**src/rtl/rom_slot_arbiter.sv**
```systemverilog
// Round-robin time-slot arbiter sharing one synchronous single-port ROM among NUM_CH consumers.
// Each owning slot clamps the channel's index into its region, issues the read, and tags it for return.
module rom_slot_arbiter #(
    parameter int unsigned NUM_CH      = 3,
    parameter int unsigned ADDR_W      = 16,
    parameter int unsigned DATA_W      = 16,
    parameter int unsigned ROM_LATENCY = 1,
    parameter int unsigned IDLE_SLOTS  = 1
) (
    input  logic                     CLK_50Mhz,
    input  logic                     reset_n,
    input  logic [NUM_CH-1:0]        ch_enable,
    input  logic [NUM_CH*ADDR_W-1:0] ch_index,
    input  logic [NUM_CH*ADDR_W-1:0] ch_base,
    input  logic [NUM_CH*ADDR_W-1:0] ch_length,
    input  logic                     err_clear,
    output logic [NUM_CH*DATA_W-1:0] ch_data,
    output logic [NUM_CH-1:0]        ch_valid,
    output logic [NUM_CH-1:0]        range_error,
    output logic [ADDR_W-1:0]        rom_address,
    input  logic [DATA_W-1:0]        rom_q
);

    localparam int unsigned FRAME  = NUM_CH + IDLE_SLOTS;
    localparam int unsigned SLOT_W = (FRAME > 1) ? $clog2(FRAME) : 1;
    localparam int unsigned CH_W   = (NUM_CH > 1) ? $clog2(NUM_CH) : 1;
    localparam int unsigned DEPTH  = ROM_LATENCY + 1;

    typedef struct packed {
        logic            valid;
        logic [CH_W-1:0] ch;
    } tag_t;

    logic [SLOT_W-1:0] slot;
    tag_t              tag_pipe [DEPTH];

    logic              svc_c;
    logic [CH_W-1:0]   svc_ch_c;
    logic [ADDR_W-1:0] idx_c, base_c, len_c, offset_c, addr_c;
    logic              clamp_c;
    logic [NUM_CH-1:0] err_next_c;
    tag_t              push_c;

    // Select the owning channel's fields and form the clamped absolute address.
    always_comb begin
        svc_c      = 1'b0;
        svc_ch_c   = '0;
        idx_c      = '0;
        base_c     = '0;
        len_c      = '0;
        for (int unsigned c = 0; c < NUM_CH; c++) begin
            if (slot == SLOT_W'(c)) begin
                svc_c    = ch_enable[c] && (ch_length[c*ADDR_W +: ADDR_W] != '0);
                svc_ch_c = CH_W'(c);
                idx_c    = ch_index[c*ADDR_W +: ADDR_W];
                base_c   = ch_base[c*ADDR_W +: ADDR_W];
                len_c    = ch_length[c*ADDR_W +: ADDR_W];
            end
        end
        clamp_c    = (idx_c >= len_c);
        offset_c   = clamp_c ? (len_c - ADDR_W'(1)) : idx_c;
        addr_c     = base_c + offset_c;
        // A set in the same cycle as a clear must win.
        err_next_c = err_clear ? '0 : range_error;
        for (int unsigned c = 0; c < NUM_CH; c++) begin
            if (svc_c && clamp_c && (svc_ch_c == CH_W'(c))) begin
                err_next_c[c] = 1'b1;
            end
        end
        push_c.valid = svc_c;
        push_c.ch    = svc_ch_c;
    end

    // Slot rotation, address issue, error flags and the read tag pipeline.
    always_ff @(posedge CLK_50Mhz or negedge reset_n) begin
        if (!reset_n) begin
            slot        <= '0;
            rom_address <= '0;
            range_error <= '0;
            for (int unsigned i = 0; i < DEPTH; i++) begin
                tag_pipe[i] <= '0;
            end
        end else begin
            slot        <= (slot == SLOT_W'(FRAME - 1)) ? '0 : slot + SLOT_W'(1);
            range_error <= err_next_c;
            if (svc_c) begin
                rom_address <= addr_c;
            end
            tag_pipe[0] <= push_c;
            for (int unsigned i = 1; i < DEPTH; i++) begin
                tag_pipe[i] <= tag_pipe[i-1];
            end
        end
    end

    // Capture returning ROM data for the channel whose tag is exiting.
    always_ff @(posedge CLK_50Mhz or negedge reset_n) begin
        if (!reset_n) begin
            ch_data  <= '0;
            ch_valid <= '0;
        end else begin
            ch_valid <= '0;
            for (int unsigned c = 0; c < NUM_CH; c++) begin
                if (tag_pipe[DEPTH-1].valid && (tag_pipe[DEPTH-1].ch == CH_W'(c))) begin
                    ch_valid[c]                  <= 1'b1;
                    ch_data[c*DATA_W +: DATA_W] <= rom_q;
                end
            end
        end
    end

endmodule

```
**config.mk**
```make
export PLATFORM = sky130hd
export DESIGN_NAME = rom_slot_arbiter
export DESIGN_NICKNAME = d
export VERILOG_FILES = /design/src/rtl/rom_slot_arbiter.sv
export SDC_FILE = /design/constraint.sdc
export NUM_CORES = 1
export LEC_CHECK = 0
export CAP_MARGIN = 20
export CORE_MARGIN = 10
export CORE_UTILIZATION = 47
export CTS_BUF_LIST = sky130_fd_sc_hd__clkbuf_8 sky130_fd_sc_hd__clkbuf_16
export CTS_CLUSTER_DIAMETER = 100
export DETAILED_ROUTE_END_ITERATION = 8
export PLACE_DENSITY = 0.93
export SLEW_MARGIN = 5
export SYNTH_ARGS = -nofsm -noshare
export SYNTH_HDL_FRONTEND = slang
export SYNTH_SLANG_ARGS = --single-unit
```
**constraint.sdc**
```tcl
create_clock -name CLK_50Mhz -period 12.2 [get_ports CLK_50Mhz]
set_clock_uncertainty 0.15 [all_clocks]
set_input_delay 1.83 -clock CLK_50Mhz [delete_from_list [all_inputs] [get_ports CLK_50Mhz]]
set_output_delay 1.83 -clock CLK_50Mhz [all_outputs]
set_load 0.05 [all_outputs]
```
# Word-level counts from Yosys, hierarchy flattened
# Index checks and enable logic that the tools add are counted.
[totals]
regBits = 78
input_bits = 166
output_inout_bits = 70
wordCells = 66
[op_classes]
add_sub_neg = 3
magnitude_cmp = 1
eq_ne = 7
n_mux = 23
reduce_logical = 19
[ops]
columns = ["cell", "n"]
rows = [
  ["2-to-1 mux 16 bit", 10],
  ["nonzero test 16 bit", 3],
  ["adder 16 bit", 1],
  [">= comparator 16 bit", 1],
  ["subtractor 16 x 1 -> 16 bit (second input constant)", 1],
  ["logical AND 1 bit", 10],
  ["2-to-1 mux 1 bit", 10],
  ["== test 2 bit (second input constant)", 4],
  ["== test 2 x 1 -> 1 bit (second input constant)", 3],
  ["logical NOT 2 bit", 3],
  ["nonzero test 2 bit", 3],
  ["2-to-1 mux 2 bit", 2],
  ["2-to-1 mux 3 bit", 1],
  ["adder 2 x 1 -> 2 bit (second input constant)", 1],
]

# Logic depth before layout (Yosys ltp)
[depth]
ltp_word = 8
mapped_depth = 28
depth_no_buf = 24

# Worst setup path before layout
# OpenSTA, ideal clock, no wires.
[synth_path]
kind = "input to register"
start = "input ch_length[10]"
end = "register rom_address[14]"
setup_time_ns = 0.125
t_arrival_ns = 6.328
t_required_ns = 11.925
setup_slack_ns = 5.597
stages = 22
n_path_buf = 2
path_cell_list = "and3b_1 > a21oi_1 > o21ai_0 > inv_1 > ha_1 > nand2_1 > o21ai_0 > a2111o_1 > a41oi_1 > clkbuf_1 > clkbuf_1 > a21oi_1 > ha_1 > fa_1 > a21o_1 > a21oi_1 > o21ai_0 > o41ai_2 > o211ai_1 > a31oi_1 > xnor2_1 > mux2_2"
[synth_via]
elab_chain_len = 6
elab_cells_between_ends = 12
classes_between = "add/sub: 2; order compare: 1; mux: 7; reduce/logical: 2"
[synth_lines]
columns = ["item", "line_no", "source"]
rows = [
  ["start: declaration", "15", "input logic [NUM_CH*ADDR_W-1:0] ch_length,"],
  ["2-to-1 mux 16 bit (3 in a row)", "52", "if (slot == SLOT_W'(c)) begin"],
  ["subtractor 16 x 1 -> 16 bit / >= comparator 16 bit (equally long branches)", "61, 60", ""],
  ["2-to-1 mux 16 bit", "61", "offset_c = clamp_c ? (len_c - ADDR_W'(1)) : idx_c;"],
  ["adder 16 bit", "62", "addr_c = base_c + offset_c;"],
  ["end signal: assignment", "87", "rom_address <= addr_c;"],
  ["end: declaration", "20", "output logic [ADDR_W-1:0] rom_address,"],
]
# Parallel ways exist; a longest one is shown, timed or not.
# A chain may end at the register's enable or synchronous reset.

# Worst setup path in the final report
# Same ends and word-level chain as after synthesis.

==> impl_metrics.yaml <==
grt:
  gr-total-overflow: 0
  grt_start_max_net_pins: 82
  grt_util_all_layers: 0.221
  grt_pass1_wl_um: 29500
  first_global_vias: 5866
  antenna_found_initial: 0
yosys:
  synth-compound-area-share: 0.180
  synthSimpleGateAreaFrac: 0.229
  synthMuxAreaShare: 0.0613
  async_flop_share: 1.00
  synth_nets: 882
  synth_xor_area_frac: 0.0397
  ys_seq_area_frac: 0.354
  synth_seq_cells: 78
  yosysWarnings: 0
  yosysTopAreaCellShare: 0.354
  synth_top_family_by_area: "simple AND/OR/NAND/NOR gates"
  synth_edf_count: 0
  synth_cells: 676
  syn-cell-area_mm2: 0.00551
  synth_top_area_cell: "dfrtp_1"
  synthFlopType: "dfrtp_1"
  synth.avg_cell_area_um2: 8.16
  yosys-top-cells-area: "dfrtp_1 35%, nand2_1 12%, ha_1 8.8%"
  synth_fa_ha_area_frac: 0.0921
  synthDistinctLibCells: 52
clocking:
  ctsResizeCount: 0
  clk_pin_slew_ns: 0.05
  ctsHtreeMaxLevel: 3
  cts_root_buf: "clkbuf_16"
  cts_buffers: 9
  numClockSinks: 78
  cts_setup_buffers: 0
  cts_tree: "built"
  cts_buffer_depth: 2
  insertion_delay_ns: 0.33
  holdBufCountCts: 0
drt:
  drc: 0
  antenna_left: 0
  vias: 5785
  wl_um: 19100
  wl_per_cell_um: 18.3
  drt_iter0_drc: 488
  drt-pass1-iter-count: 8
  viasPerCell: 5.55
critical_path:
  crit_type: "in -> reg"
  required_ns: 12.26
  path_max_fanout: 30
  rrSetupSlack_ns: 5.55
  cp-end-kind: "flip-flop"
  cp-start-kind: "input pin"
  critical_path_arrival_ns: 7.11
timing:
  timing.hold.ws_ns: 0.196
  fin_crit_sh: 0.577
  finalMaxSlewViolations: 0
  fin_crit_ns: 7.05
  slew_headroom: 0.340
  worstMarginPinSlew_ns: 0.990
  tns_ns: 0
  setup_viol: 0
  rsz0062_at_grt: "no"
  hold_viol: 0
  fmax_mhz: 142
place:
  numPortBuffers: 235
  gp_congestion: 0.968
  hpwl_um: 15600
  post_dp_cell_area_mm2: 0.00797
floorplan:
  design.core.area_mm2: 0.0115
  boundaryPins: 236
  die_area_mm2: 0.0165
  initial_core_util: 0.481
  fp.dieW_um: 128
  die_y_um: 128
  fp-row-count: 39
pwr:
  power_density_mw_per_mm2: 124
  p_leak_nw: 3.44
  ir_worst_vdd_uv: 114
final_layout:
  final_net_count: 1101
  fin_area_mm2: 0.00828
  fillers: 853
  antenna_cells: 0
  drive_above_1_share: 0.0711
  area_growth_pct: 50.2
hold_path:
  hold_path_class: "reg -> reg"
outcome:
  status: "complete, no violations"
run:
  cap_viol_max_count: 0
## synthesized netlist by cell type, drive strengths merged (3+ instances only)
cell,n
a2bb2oi,4
and3,3
a211oi,3
nand2b,3
a22oi,17
buf,13
o21a,3
a21o,3
mux2,30
nor3,7
o41ai,3
ha,39
nand3b,14
a221o,3
o21ai,59
xnor2,24
nand3,9
a21oi,48
and2,3
o2bb2ai,6
nand4,7
dfrtp,78
nor4,15
clkbuf,21
nand2,169
nor2,44
inv,23
o211ai,3
## where the power goes
| part | switching (mW) | internal, mW | leakage [nW] |
|---|---|---|---|
| sequential | 0.0191 | 0.296 | 0.948 |
| clock | 0.101 | 0.178 | 0.154 |
| combinational | 0.252 | 0.178 | 2.34 |
## worst paths after layout
path	depth (start not counted)	end	startpoint
max	22	rom_address[14]	ch_length[10]
min	0	tag_pipe[0]	tag_pipe[3]
max reg2reg	22	rom_address[14]	slot[0]
min reg2reg	0	tag_pipe[0]	tag_pipe[3]
max in group asynchronous	1	rom_address[14]	reset_n
min in group asynchronous	1	ch_data[25]	reset_n
## layout by cell type (no fill, tap or decap), drive strengths merged, types with 4 or more instances in the layout
master / count
nand3b: 14
nand2: 169
a2bb2oi: 4
mux2: 30
nor4: 15
xnor2: 24
clkbuf: 9
ha: 39
inv: 25
clkdlybuf4s50: 234
o2bb2ai: 6
nand3: 9
buf: 8
o21ai: 59
nor2: 44
a21oi: 48
dfrtp: 78
nor3: 7
nand4: 7
a22oi: 17
## critical path: stages
cell	delay, ns
clkdlybuf4s50_1	0.48
and3b_1	0.15
a21oi_1	0.04
o21ai_0	0.45
inv_1	0.17
ha_1	0.34
nand2_1	0.06
o21ai_0	0.11
a2111o_1	0.46
a41oi_2	0.16
buf_4	0.28
a21oi_1	0.12
ha_1	0.23
fa_1	0.42
a21o_1	0.18
a21oi_1	0.20
o21ai_0	0.17
o41ai_2	0.46
o211ai_1	0.19
a31oi_1	0.24
xnor2_1	0.09
mux2_2	0.26
## flip-flops by register name (all words and copies together) (netlist names)
name and flops:
rom_address 16, ch_data 48, slot 2, ch_valid 3, tag_pipe 6, range_error 3
## layer usage
metal  part of all wire  up-vias  GRT usage  routed length [um]
li1                   -     2805          -                   -
met1               0.38     2634      0.241                7250
met2               0.48      310      0.384                9210
met3               0.11       36     0.0794                2170
met4              0.025        0     0.0815                 481
met5                  0        -          0                   0
## layout make-up
cell class / instances / area (um^2) / share of cell area
tap: 143 / 179 / 0.0216
multi-input combinational: 539 / 3340 / 0.403
inverter: 25 / 93.8 / 0.0113
timing repair buffer: 242 / 2400 / 0.290
clock buffer: 9 / 225 / 0.0272
clock inverter: 7 / 91.3 / 0.0110
sequential: 78 / 1950 / 0.236
## logic make-up after synthesis
kind of cell	after synthesis
AO/OA/AOI/OAI	162
adder cells (fa/ha/maj)	40
multiplexers	30
AND/OR/NAND/NOR	282
XOR/XNOR	25
flip-flops	78
buffers and inverters	59
## stage by stage
step / setup slack, ns / utilization / instances / total power, mW
after floorplan: 5.60 / - / 676 / 0.569
after global placement: 5.04 / 0.695 / 1027 / 0.741
after detailed placement: 4.86 / 0.695 / 1027 / 0.751
after CTS: 5.19 / 0.722 / 1043 / 1.03
after global routing: 4.79 / 0.722 / 1043 / 1.07
final: 5.15 / 0.722 / 1043 / 1.02
Note: power is estimated with default switching activity, not from simulation.
